File: src/rtl/apu_buf_pkg.sv
// apu_buf_pkg: default widths and payload types shared by the APU request buffer.
package apu_buf_pkg;
    localparam int NARGS_DEF    = 3;
    localparam int WOP_DEF      = 6;
    localparam int NDSFLAGS_DEF = 15;
    localparam int NUSFLAGS_DEF = 6;

    typedef struct packed {
        logic [NARGS_DEF-1:0][31:0] operands;
        logic [WOP_DEF-1:0]         op;
        logic [NDSFLAGS_DEF-1:0]    flags;
    } apu_req_t;

    typedef struct packed {
        logic [31:0]             result;
        logic [NUSFLAGS_DEF-1:0] flags;
    } apu_rsp_t;
endpackage

File: src/rtl/apu_buf_fifo.sv
// apu_buf_fifo: synchronous FIFO with registered storage, head always visible.
module apu_buf_fifo
    import apu_buf_pkg::*;
#(
    parameter int  DEPTH = 4,
    parameter type T     = apu_req_t
) (
    input  logic                   clk_i,
    input  logic                   rst_ni,
    input  logic                   push,
    input  logic                   pop,
    input  T                       din,
    output logic                   full,
    output logic                   empty,
    output logic [$clog2(DEPTH):0] count,
    output T                       head
);
    localparam int AW = $clog2(DEPTH);

    T              mem [DEPTH];
    logic [AW-1:0] wr_ptr, rd_ptr;
    logic          do_push, do_pop;

    assign full    = count == (AW+1)'(DEPTH);
    assign empty   = count == '0;
    assign do_push = push && !full;
    assign do_pop  = pop && !empty;
    assign head    = mem[rd_ptr];

    always_ff @(posedge clk_i or negedge rst_ni) begin
        if (!rst_ni) begin
            wr_ptr <= '0;
            rd_ptr <= '0;
            count  <= '0;
            for (int i = 0; i < DEPTH; i++) mem[i] <= '0;
        end else begin
            if (do_push) begin
                mem[wr_ptr] <= din;
                wr_ptr      <= wr_ptr + AW'(1);
            end
            if (do_pop) rd_ptr <= rd_ptr + AW'(1);
            count <= count + (AW+1)'(do_push) - (AW+1)'(do_pop);
        end
    end
endmodule

File: src/rtl/apu_req_buffer.sv
// apu_req_buffer: elastic request FIFO between the core APU port and the accelerator,
// with an in-flight cap and a registered in-order response path.
module apu_req_buffer
    import apu_buf_pkg::*;
#(
    parameter int DEPTH           = 4,
    parameter int MAX_OUTSTANDING = 4,
    parameter int NARGS           = NARGS_DEF,
    parameter int WOP             = WOP_DEF,
    parameter int NDSFLAGS        = NDSFLAGS_DEF,
    parameter int NUSFLAGS        = NUSFLAGS_DEF
) (
    input  logic                       clk_i,
    input  logic                       rst_ni,
    input  logic                       apu_req_i,
    output logic                       apu_gnt_o,
    input  logic [NARGS-1:0][31:0]     apu_operands_i,
    input  logic [WOP-1:0]             apu_op_i,
    input  logic [NDSFLAGS-1:0]        apu_flags_i,
    output logic                       apu_rvalid_o,
    output logic [31:0]                apu_result_o,
    output logic [NUSFLAGS-1:0]        apu_flags_o,
    output logic                       acc_req_o,
    input  logic                       acc_gnt_i,
    output logic [NARGS-1:0][31:0]     acc_operands_o,
    output logic [WOP-1:0]             acc_op_o,
    output logic [NDSFLAGS-1:0]        acc_flags_o,
    input  logic                       acc_rvalid_i,
    input  logic [31:0]                acc_result_i,
    input  logic [NUSFLAGS-1:0]        acc_flags_i,
    output logic [$clog2(DEPTH):0]     occupancy_o,
    output logic [3:0]                 outstanding_o,
    output logic                       err_o
);
    typedef struct packed {
        logic [NARGS-1:0][31:0] operands;
        logic [WOP-1:0]         op;
        logic [NDSFLAGS-1:0]    flags;
    } req_t;

    req_t din, head;
    logic full, empty, pop;

    assign din       = '{operands: apu_operands_i, op: apu_op_i, flags: apu_flags_i};
    assign apu_gnt_o = apu_req_i && !full;
    assign acc_req_o = !empty && (outstanding_o < 4'(MAX_OUTSTANDING));
    assign pop       = acc_req_o && acc_gnt_i;
    assign {acc_operands_o, acc_op_o, acc_flags_o} = head;

    apu_buf_fifo #(.DEPTH(DEPTH), .T(req_t)) u_fifo (
        .clk_i  (clk_i),
        .rst_ni (rst_ni),
        .push   (apu_gnt_o),
        .pop    (pop),
        .din    (din),
        .full   (full),
        .empty  (empty),
        .count  (occupancy_o),
        .head   (head)
    );

    always_ff @(posedge clk_i or negedge rst_ni) begin
        if (!rst_ni) begin
            outstanding_o <= '0;
            apu_rvalid_o  <= 1'b0;
            apu_result_o  <= '0;
            apu_flags_o   <= '0;
            err_o         <= 1'b0;
        end else begin
            // A response with nothing in flight is flagged but still forwarded.
            outstanding_o <= pop && !acc_rvalid_i ? outstanding_o + 4'd1 :
                             !pop && acc_rvalid_i && outstanding_o != '0 ? outstanding_o - 4'd1 :
                             outstanding_o;
            err_o         <= acc_rvalid_i && !pop && outstanding_o == '0;
            apu_rvalid_o  <= acc_rvalid_i;
            if (acc_rvalid_i) begin
                apu_result_o <= acc_result_i;
                apu_flags_o  <= acc_flags_i;
            end
        end
    end
endmodule

File: config.mk
export PLATFORM = sky130hd
export DESIGN_NAME = apu_req_buffer
export DESIGN_NICKNAME = d
export VERILOG_FILES = /design/src/rtl/apu_buf_pkg.sv /design/src/rtl/apu_buf_fifo.sv /design/src/rtl/apu_req_buffer.sv
export SDC_FILE = /design/constraint.sdc
export NUM_CORES = 1
export LEC_CHECK = 0
export CAP_MARGIN = 20
export CORE_MARGIN = 2
export CORE_UTILIZATION = 50
export DETAILED_ROUTE_END_ITERATION = 6
export PLACE_DENSITY = 0.8
export SKIP_LAST_GASP = 1
export SLEW_MARGIN = 20
export SYNTH_ARGS = -nofsm -noshare
export SYNTH_HDL_FRONTEND = slang
export SYNTH_SLANG_ARGS = --single-unit
File: constraint.sdc
create_clock -name clk_i -period 5.85 [get_ports clk_i]
set_input_delay 1.17 -clock clk_i [delete_from_list [all_inputs] [get_ports clk_i]]
set_output_delay 1.17 -clock clk_i [all_outputs]
set_load 0.05 [all_outputs]
==> impl_results.md, run 1 <==
* Core Area at 44120 um2
* Slew Limit Fails at 0
* Worst path required time at 4680 ps
* Global-route wire length before repair at 76.76 mm
* Async SR Flop Fraction at 100.0%
* Hold Buf Count CTS at 0
* Reg2reg setup slack at 3100 ps
* DRC viols at 0
* Grt ovf at 0
* CP Class: primary input to output port
* Number of synthesized register bits at 519
* Starting density of the core at 50.44%
* Clock-pin slew on the worst setup and hold paths at 60 ps
* CP Cell Sequence: clkdlybuf4s50_1, inv_1, a31oi_4, clkdlybuf4s50_1
* Worst Setup Start Kind: primary input
* Post-synth net total at 1449
* Most frequent cells in the layout: dfrtp_1 (517), mux2_2 (387), clkdlybuf4s50_1 (323), mux2_1 (120), mux4_2 (117)
* GP Congestion at 0.7695
* Largest net degree at the start of global routing at 141
* Most common cell after layout, fill and taps aside: dfrtp_1
* Full die area at 46220 um2
* Number of vias per cell at 5.507
* Total GRT Usage at 21.02%
* Hold path endpoint: u_fifo.mem[98]
* Slew @ Worst Pin at 953.3 ps
* RSZ-0062 raised after global routing: false
* CTS buffer count at 53
* I/O Pins at 326
* FMAX at 228.4 MHz
* Worst reg2reg path endpoint: u_fifo.mem[312]
* Post-CTS Setup Inserts at 0
* Main synth FF type: dfrtp_1
* RR Startpoint: u_fifo.count[1]
* CP peak stage delay at 940 ps
* Per-cell routed wire length at 21.13 um
* Setup TNS at 0 ps
* Die Y at 215.0 um
* # clock sinks at 519
* Clk root buf: clkbuf_16
* Crit end category: output port
* Synthesized cell area at 22260 um2
* Slowest-stage cell, CP: clkdlybuf4s50_1
* Crit Path Max Fanout at 9
* Setup violators final at 0
* Post-route ant nets at 0
* EDFF count, synth at 0
* Number of global-route vias before repair at 13810
* DR pass1 iterations at 4
* Share of layout cells above drive strength 1 at 37.16%
* Clock Latency Late Sink at 590 ps
* Max-cap violations at 0
* CP dominant cell by count: clkdlybuf4s50_1
* Hold path cells at 1
* Fin nets at 1764
* Status: completed
* Syn Inst Count at 1279
* Final wirelength at 47.17 mm
* Cts repair resizes at 0
* Synth top area share at 58.35%
* Final setup skew at 19.25 ps
* CTS tree: yes
* Post-synth top area cell: dfrtp_1
* Fin crit period at 4378 ps
* Cell Rows at 77
* Via count at 12290
* Area Growth Syn to Fin at 24.58%
* Hold/Removal Path Class: flop to flop
* I/O Buffers at 325
* Die W at 215.0 um
* Synth area leaders: dfrtp_1 (58%), mux2_2 (20%), mux4_2 (12%)
* Post-synthesis sequential area ratio at 58.35%
* Worst path arrival time at 3210 ps
* Clk buf depth at 3
* Final period util at 74.83%
* Hold_sp: u_fifo.mem[98]
* Synth unique cells at 34
* Initial antenna violation count at 4
* Warnings, synthesis at 0
* Mean area per synthesized cell at 17.40 um2
* H-tree levels at 2
* First-iteration detailed-routing DRC count at 644
* Endpoints failing hold at 0
* Reg2Reg Depth at 5
* Relative slew slack at 36.45%
* Dpl hpwl at 29.12 mm
[final cells by class]
| type | count | area, um2 |
|---|---|---|
| Clock buffer | 84 | 1595 |
| Antenna cell | 4 | 10.01 |
| Clock inverter | 13 | 123.9 |
| Multi-Input combinational cell | 671 | 8793 |
| Sequential cell | 519 | 13000 |
| Tap cell | 592 | 740.7 |
| Inverter | 10 | 37.54 |
| Fill cell | 3246 | 16400 |
| Timing Repair Buffer | 339 | 3433 |
[critical path, delay by kind of cell]
kind                   cells  cell delay (ps)
buffers and inverters      3             1450
AOI/OAI and AO/OA          1              580
[cell usage after synthesis, types with 2 or more instances]
cell and instances:
nand2_1 6, inv_2 2, buf_1 2, nand2_4 4, mux4_2 117, dfrtp_1 519
buf_2 46, fa_1 2, ha_1 8, inv_1 8, buf_6 16, xnor2_1 5
mux2_1 120, xor2_1 2, a21oi_1 3, mux2_2 387, clkbuf_1 15
[state kept, by name, summed over array words and instances (netlist names)]
signal,flops
apu_flags_o,6
apu_result_o,32
apu_rvalid_o,1
err_o,1
outstanding_o,4
u_fifo.count,3
u_fifo.mem,468
u_fifo.rd_ptr,2
u_fifo.wr_ptr,2
[metrics by stage]
stage               cells  setup WS, ps  hold slack (ps)  area (um2)  util (%)
floorplan            1279          2883            458.7       22260         -
global placement     2131          1471            467.7       26000     58.92
detailed placement   2131          1477            476.9       26000     58.92
CTS                  2228          1444            490.0       27720     62.82
global route         2231          1371            493.2       27730     62.84
finish               2232          1472            486.5       27730     62.84
[logic make-up after synthesis]
| group | share of synthesized area, % |
|---|---|
| XOR/XNOR | 0.2755 |
| AND/OR/NAND/NOR | 0.5284 |
| flip-flops | 58.35 |
| buffers and inverters | 2.299 |
| multiplexers | 37.49 |
| adder cells (fa/ha/maj) | 0.6296 |
| AO/OA/AOI/OAI | 0.4272 |
[how the worst max path moves through the flow]
stage / cells past startpoint / startpoint / to
after floorplan: 2 / apu_req_i / apu_gnt_o
after global placement: 4 / apu_req_i / apu_gnt_o
after detailed placement: 4 / apu_req_i / apu_gnt_o
after CTS: 3 / u_fifo.rd_ptr[0] / acc_operands_o[95]
after global routing: 3 / u_fifo.rd_ptr[0] / acc_operands_o[95]
final: 4 / apu_req_i / apu_gnt_o
[per-layer routing]
layer  GRT usage, %  up-vias  part of all wire [%]  wire, um
li1               -     5410                     -         -
met1          26.52     6564                    41     19490
met2          35.72      250                    50     23670
met3          6.044       68                   6.2      2919
met4          5.747        0                   2.3      1088
met5              0        -                     0         0
Power of run 1 is left out: the tool's default activity adds up to more than one toggle a clock period on the data nets, which glitch-free logic cannot reach.
==> inputs of run 2 (changes only) <==
--- a/config.mk
+++ b/config.mk
@@ -7,9 +7,9 @@
 export LEC_CHECK = 0
 export CAP_MARGIN = 20
 export CORE_MARGIN = 2
-export CORE_UTILIZATION = 50
+export CORE_UTILIZATION = 49
 export DETAILED_ROUTE_END_ITERATION = 6
-export PLACE_DENSITY = 0.8
+export PLACE_DENSITY = 0.82
 export SKIP_LAST_GASP = 1
 export SLEW_MARGIN = 20
 export SYNTH_ARGS = -nofsm -noshare
==> constraint.sdc (replaced) <==
create_clock -name clk_i -period 3.7 [get_ports clk_i]
set_input_delay 0.74 -clock clk_i [delete_from_list [all_inputs] [get_ports clk_i]]
set_output_delay 0.74 -clock clk_i [all_outputs]
set_load 0.05 [all_outputs]
==> impl_results.md, run 2 (synthesized netlist as in run 1, its figures left out) <==
* Status: completed
* Top flop regs: u_fifo.mem (468), apu_result_o (32), apu_flags_o (6)
* Global-route wire length before repair at 77.77 mm (+1.3%)
* Fin nets at 1785 (+1.2%)
* Hold/Removal Path Class: primary input to asynchronous set/reset pin
* Largest net degree at the start of global routing at 93 (-34%)
* Share of layout cells above drive strength 1 at 38.32% (+1.2 points)
* Setup ws final at 129.5 ps (-1343 ps)
* Grt ovf at 0 (unchanged)
* Cell Rows at 78 (+1.3%)
* I/O Pins at 326 (unchanged)
* # clock sinks at 519 (unchanged)
* Clk buf depth at 3 (unchanged)
* GP Congestion at 0.7568 (-1.7%)
* Number of vias per cell at 5.534 (+0.48%)
* M3 GR Usage at 4.500% (-1.5 points)
* H-tree levels at 2 (unchanged)
* Via count at 12510 (+1.7%)
* Slew Limit Fails at 0 (unchanged)
* Core Area at 45090 um2 (+2.2%)
* Final period util at 96.50%
* Final wirelength at 48.56 mm (+2.9%)
* Worst Setup Start Kind: flop
* Layout Cells excl Fill at 2260 (+1.3%)
* Placed cells at 2159 (+1.3%)
* Register area at 13000 um2 (unchanged)
* Core occupancy in the finished layout at 62.43% (-0.41 points)
* Area occupied by multi-input gates at 8793 um2 (unchanged)
* Slew @ Worst Pin at 714.2 ps (-239.1 ps)
* Per-cell routed wire length at 21.48 um (+1.7%)
* Starting density of the core at 49.36% (-1.1 points)
* Crit Path Max Fanout at 44 (+35)
* Most frequent cells in the layout: dfrtp_1 (517), mux2_2 (387), clkdlybuf4s50_1 (320), mux2_1 (120), mux4_2 (117)
* Fin crit period at 3571 ps
* Worst path required time at 2960 ps (-1720 ps)
* Final setup skew at 16.35 ps (-2.898 ps)
* CP Class: flop to output port
* Grt met2 use at 35.95% (+0.24 points)
* Largest register FFs at 468 (unchanged)
* DR pass1 iterations at 4 (unchanged)
* RSZ-0062 raised after global routing: false
* FMAX at 280.1 MHz
* CTS tree: yes
* Max-cap violations at 0 (unchanged)
* Total GRT Usage at 21.01% (about the same)
* Endpoints failing hold at 0 (unchanged)
* Worst path arrival time at 2830 ps (-380 ps)
* Number of global-route vias before repair at 14050 (+1.8%)
* Relative slew slack at 52.39% (+16 points)
* Clock Latency Late Sink at 590 ps (about the same)
* Hold Buf Count CTS at 0 (unchanged)
* Dpl hpwl at 30.99 mm (+6.4%)
* Clock-pin slew on the worst setup and hold paths at 60 ps (about the same)
* Most common cell after layout, fill and taps aside: dfrtp_1
* Pre-CTS setup slack at 652.1 ps (-825.1 ps)
* Die Y at 217.1 um (+1.0%)
* Post-route ant nets at 0 (unchanged)
* Reg with most FFs: u_fifo.mem
* Area Growth Syn to Fin at 26.47%
* DRC viols at 0 (unchanged)
* Initial antenna violation count at 7 (+3)
* Clk root buf: clkbuf_16
* FILL cells at 3249 (+0.092%)
* Setup violators final at 0 (unchanged)
* Crit end category: output port
* GR Util met1 at 26.59% (+0.068 points)
* First-iteration detailed-routing DRC count at 477 (-26%)
* Full die area at 47150 um2 (+2.0%)
* Setup TNS at 0 ps (unchanged)
* I/O Buffers at 325 (unchanged)
* Die W at 217.1 um (+1.0%)
* CTS buffer count at 54 (+1.9%)
* GRT busiest layer: met2
-- run 2: cell count changes in the layout (fill, tap and decap cells not counted), sizes merged --
cell	before	now
clkbuf	84	86
dlymetal6s2s	0	2
diode	4	3
clkinv	8	6
clkdlybuf4s50	323	320
buf	16	37
clkinvlp	2	1
inv	11	13
-- run 2: critical path: stages (launching register included) --
cell and delay [ps]:
dfrtp_4 570, buf_16 350, mux4_2 570, clkdlybuf4s50_1 720
-- run 2: path summary, 6_finish.rpt --
kind | depth (start not counted) | slack (ps) | endpoint | start
min | 1 | 150 | u_fifo.mem[341] | rst_ni
min reg2reg | 1 | 480 | u_fifo.mem[93] | u_fifo.mem[93]
max | 3 | 130 | acc_operands_o[10] | u_fifo.rd_ptr[0]
min in group clk_i | 1 | 480 | u_fifo.mem[93] | u_fifo.mem[93]
max in group asynchronous | 2 | 2530 | u_fifo.mem[256] | rst_ni
max reg2reg | 10 | 1070 | u_fifo.count[2] | u_fifo.count[2]
-- run 2: timing repair --
item	4_1_cts	5_1_grt
resized for setup	0	3
endpoints found under the hold margin	0	0
setup buffers	0	0
setup endpoints to repair	0	17
-- run 2: final cells by class --
| type | instances | area share, % |
|---|---|---|
| Sequential cell | 519 | 46.16 |
| Multi-Input combinational cell | 671 | 31.24 |
| Timing Repair Buffer | 359 | 13.39 |
| Clock buffer | 86 | 5.943 |
| Tap cell | 600 | 2.667 |
| Clock inverter | 12 | 0.4400 |
| Inverter | 10 | 0.1333 |
| Antenna cell | 3 | 0.02667 |
-- run 2: layer usage --
metal | up-vias | share of wire, %
li1 | 5436 | -
met1 | 6730 | 41
met2 | 243 | 51
met3 | 89 | 4.9
met4 | 8 | 2.7
met5 | - | 0.11
-- run 2: per-stage QoR --
| step | instance area, um2 | hold slack [ps] |
|---|---|---|
| after floorplan | 22260 | 444.4 |
| after detailed placement | 26330 | 476.1 |
| final | 28150 | 150.7 |
| after global placement | 26330 | 467.6 |
| after CTS | 28130 | 161.1 |
| after global routing | 28150 | 190.0 |
Power of run 2 is left out for the same reason.
==> inputs of run 3 (changes only) <==
--- a/config.mk
+++ b/config.mk
@@ -10,6 +10,7 @@
 export CORE_UTILIZATION = 49
 export DETAILED_ROUTE_END_ITERATION = 6
 export PLACE_DENSITY = 0.82
+export REMOVE_ABC_BUFFERS = 1
 export SKIP_LAST_GASP = 1
 export SLEW_MARGIN = 20
 export SYNTH_ARGS = -nofsm -noshare
==> impl_results.md, run 3 (synthesized netlist as in run 1, its figures left out) <==
* Global-route wire length before repair at 78.45 mm (+0.87%)
* Fin area at 28160 um2 (about the same)
* Worst path arrival time at 2820 ps (about the same)
* # clock sinks at 519 (unchanged)
* Setup violators final at 0 (unchanged)
* Core Area at 45090 um2 (unchanged)
* Placed cells at 2159 (unchanged)
* Slew Limit Fails at 0 (unchanged)
* Die W at 217.1 um (unchanged)
* Clock-pin slew on the worst setup and hold paths at 60 ps (about the same)
* Slew @ Worst Pin at 1013 ps (+298.6 ps)
* Clk root buf: clkbuf_16
* H-tree levels at 2 (unchanged)
* Hold/Removal Path Class: primary input to asynchronous set/reset pin
* Pre-CTS setup slack at 694.8 ps (+42.69 ps)
* Status: completed
* GRT busiest layer: met2
* Per-cell routed wire length at 21.49 um (about the same)
* GR Util met1 at 26.68% (+0.093 points)
* I/O Buffers at 325 (unchanged)
* DR pass1 iterations at 4 (unchanged)
* Full die area at 47150 um2 (unchanged)
* Grt met2 use at 35.55% (-0.40 points)
* Cell Rows at 78 (unchanged)
* Final wirelength at 48.60 mm (about the same)
* Max-cap violations at 0 (unchanged)
* Number of global-route vias before repair at 14200 (+1.0%)
* Grt ovf at 0 (unchanged)
* Starting density of the core at 49.36% (unchanged)
* Worst path required time at 2960 ps (about the same)
* Post-route ant nets at 0 (unchanged)
* Total GRT Usage at 21.25% (+0.24 points)
* Relative slew slack at 32.49% (-20 points)
* Final period util at 96.21% (-0.29 points)
* Setup ws final at 140.4 ps (+10.91 ps)
* Dpl hpwl at 31.29 mm (+0.97%)
* GP Congestion at 0.7407 (-2.1%)
* Clock Latency Late Sink at 580 ps (about the same)
* Final setup skew at 9.877 ps (-6.477 ps)
* CTS tree: yes
* Share of layout cells above drive strength 1 at 38.43% (+0.11 points)
* Area Growth Syn to Fin at 26.52% (about the same)
* Number of vias per cell at 5.542 (+0.15%)
* M3 GR Usage at 6.052% (+1.6 points)
* Largest net degree at the start of global routing at 99 (+6.5%)
* Cts repair resizes at 0 (unchanged)
* Initial antenna violation count at 1 (-6)
* Reg with most FFs: u_fifo.mem
* Worst Setup Start Kind: flop
* DRC viols at 0 (unchanged)
* Endpoints failing hold at 0 (unchanged)
* Die Y at 217.1 um (unchanged)
* Post-DP Area at 26260 um2 (-0.29%)
* Hold Buf Count CTS at 0 (unchanged)
* Hold slack at 198.5 ps (+47.76 ps)
* CP Class: flop to output port
* Layout Cells excl Fill at 2261 (+0.044%)
* Post-CTS Setup Inserts at 0 (unchanged)
* I/O Pins at 326 (unchanged)
* FMAX at 280.9 MHz (+0.31%)
* CTS buffer count at 54 (unchanged)
* First-iteration detailed-routing DRC count at 566 (+19%)
* Most common cell after layout, fill and taps aside: dfrtp_1
* Fin crit period at 3560 ps (-10.91 ps)
* RSZ-0062 raised after global routing: false
* Top flop regs: u_fifo.mem (468), apu_result_o (32), apu_flags_o (6)
* Via count at 12530 (+0.19%)
* Crit end category: output port
* Most frequent cells in the layout: dfrtp_1 (517), mux2_2 (387), clkdlybuf4s50_1 (322), mux2_1 (120), mux4_2 (117)
* Largest register FFs at 468 (unchanged)
* FILL cells at 3224 (-0.77%)
* Crit Path Max Fanout at 18 (-59%)
* Fin nets at 1785 (unchanged)
* Clk buf depth at 3 (unchanged)
==> run 3: changes by cell type in the layout (fill, tap and decap cells not counted), sizes merged <==
cell / before / now
dlymetal6s2s: 2 / 0
inv: 13 / 10
clkbuf: 86 / 89
clkinv: 6 / 8
clkinvlp: 1 / 0
diode: 3 / 1
bufinv: 2 / 4
clkdlybuf4s50: 320 / 322
==> run 3: worst paths after layout <==
check	start	endpoint	slack, ps	depth (start not counted)
setup / recovery	u_fifo.rd_ptr[0]	acc_operands_o[87]	140	4
min in group clk_i	u_fifo.mem[104]	u_fifo.mem[104]	480	1
max in group asynchronous	rst_ni	u_fifo.mem[368]	2530	2
setup reg to reg	u_fifo.count[2]	u_fifo.count[2]	1030	9
hold / removal	rst_ni	apu_result_o[23]	200	1
hold reg to reg	u_fifo.mem[104]	u_fifo.mem[104]	480	1
==> run 3: cell type report <==
cell class | count | area (um2) | share of cell area [%]
multi-input cells | 671 | 8793 | 31.23
clock buffers | 89 | 1737 | 6.167
diodes | 1 | 2.502 | 0.008886
inverters | 10 | 37.54 | 0.1333
well taps | 600 | 750.7 | 2.666
clock inverters | 12 | 163.9 | 0.5820
flip-flops and latches | 519 | 13000 | 46.15
repair buffers | 359 | 3681 | 13.07
==> run 3: critical path: stages (launching register included) <==
cell             delay, ps
dfrtp_4                490
buf_12                 220
buf_4                  240
mux4_2                 540
clkdlybuf4s50_1        730
==> run 3: per-layer routing <==
layer / part of all wire [%] / routed length (um) / vias to the layer above
met2: 50 / 24230 / 339
li1: - / - / 5453
met4: 2.4 / 1170 / 2
met5: 0.023 / 11 / -
met3: 7.2 / 3502 / 79
met1: 41 / 19690 / 6657
==> run 3: through the flow <==
stage	util, %	TNS [ps]
after floorplan	-	-290630
after global placement	58.24	0
after detailed placement	58.24	0
after CTS	62.45	0
after global routing	62.45	0
final	62.46	0
Power of run 3 is left out for the same reason.
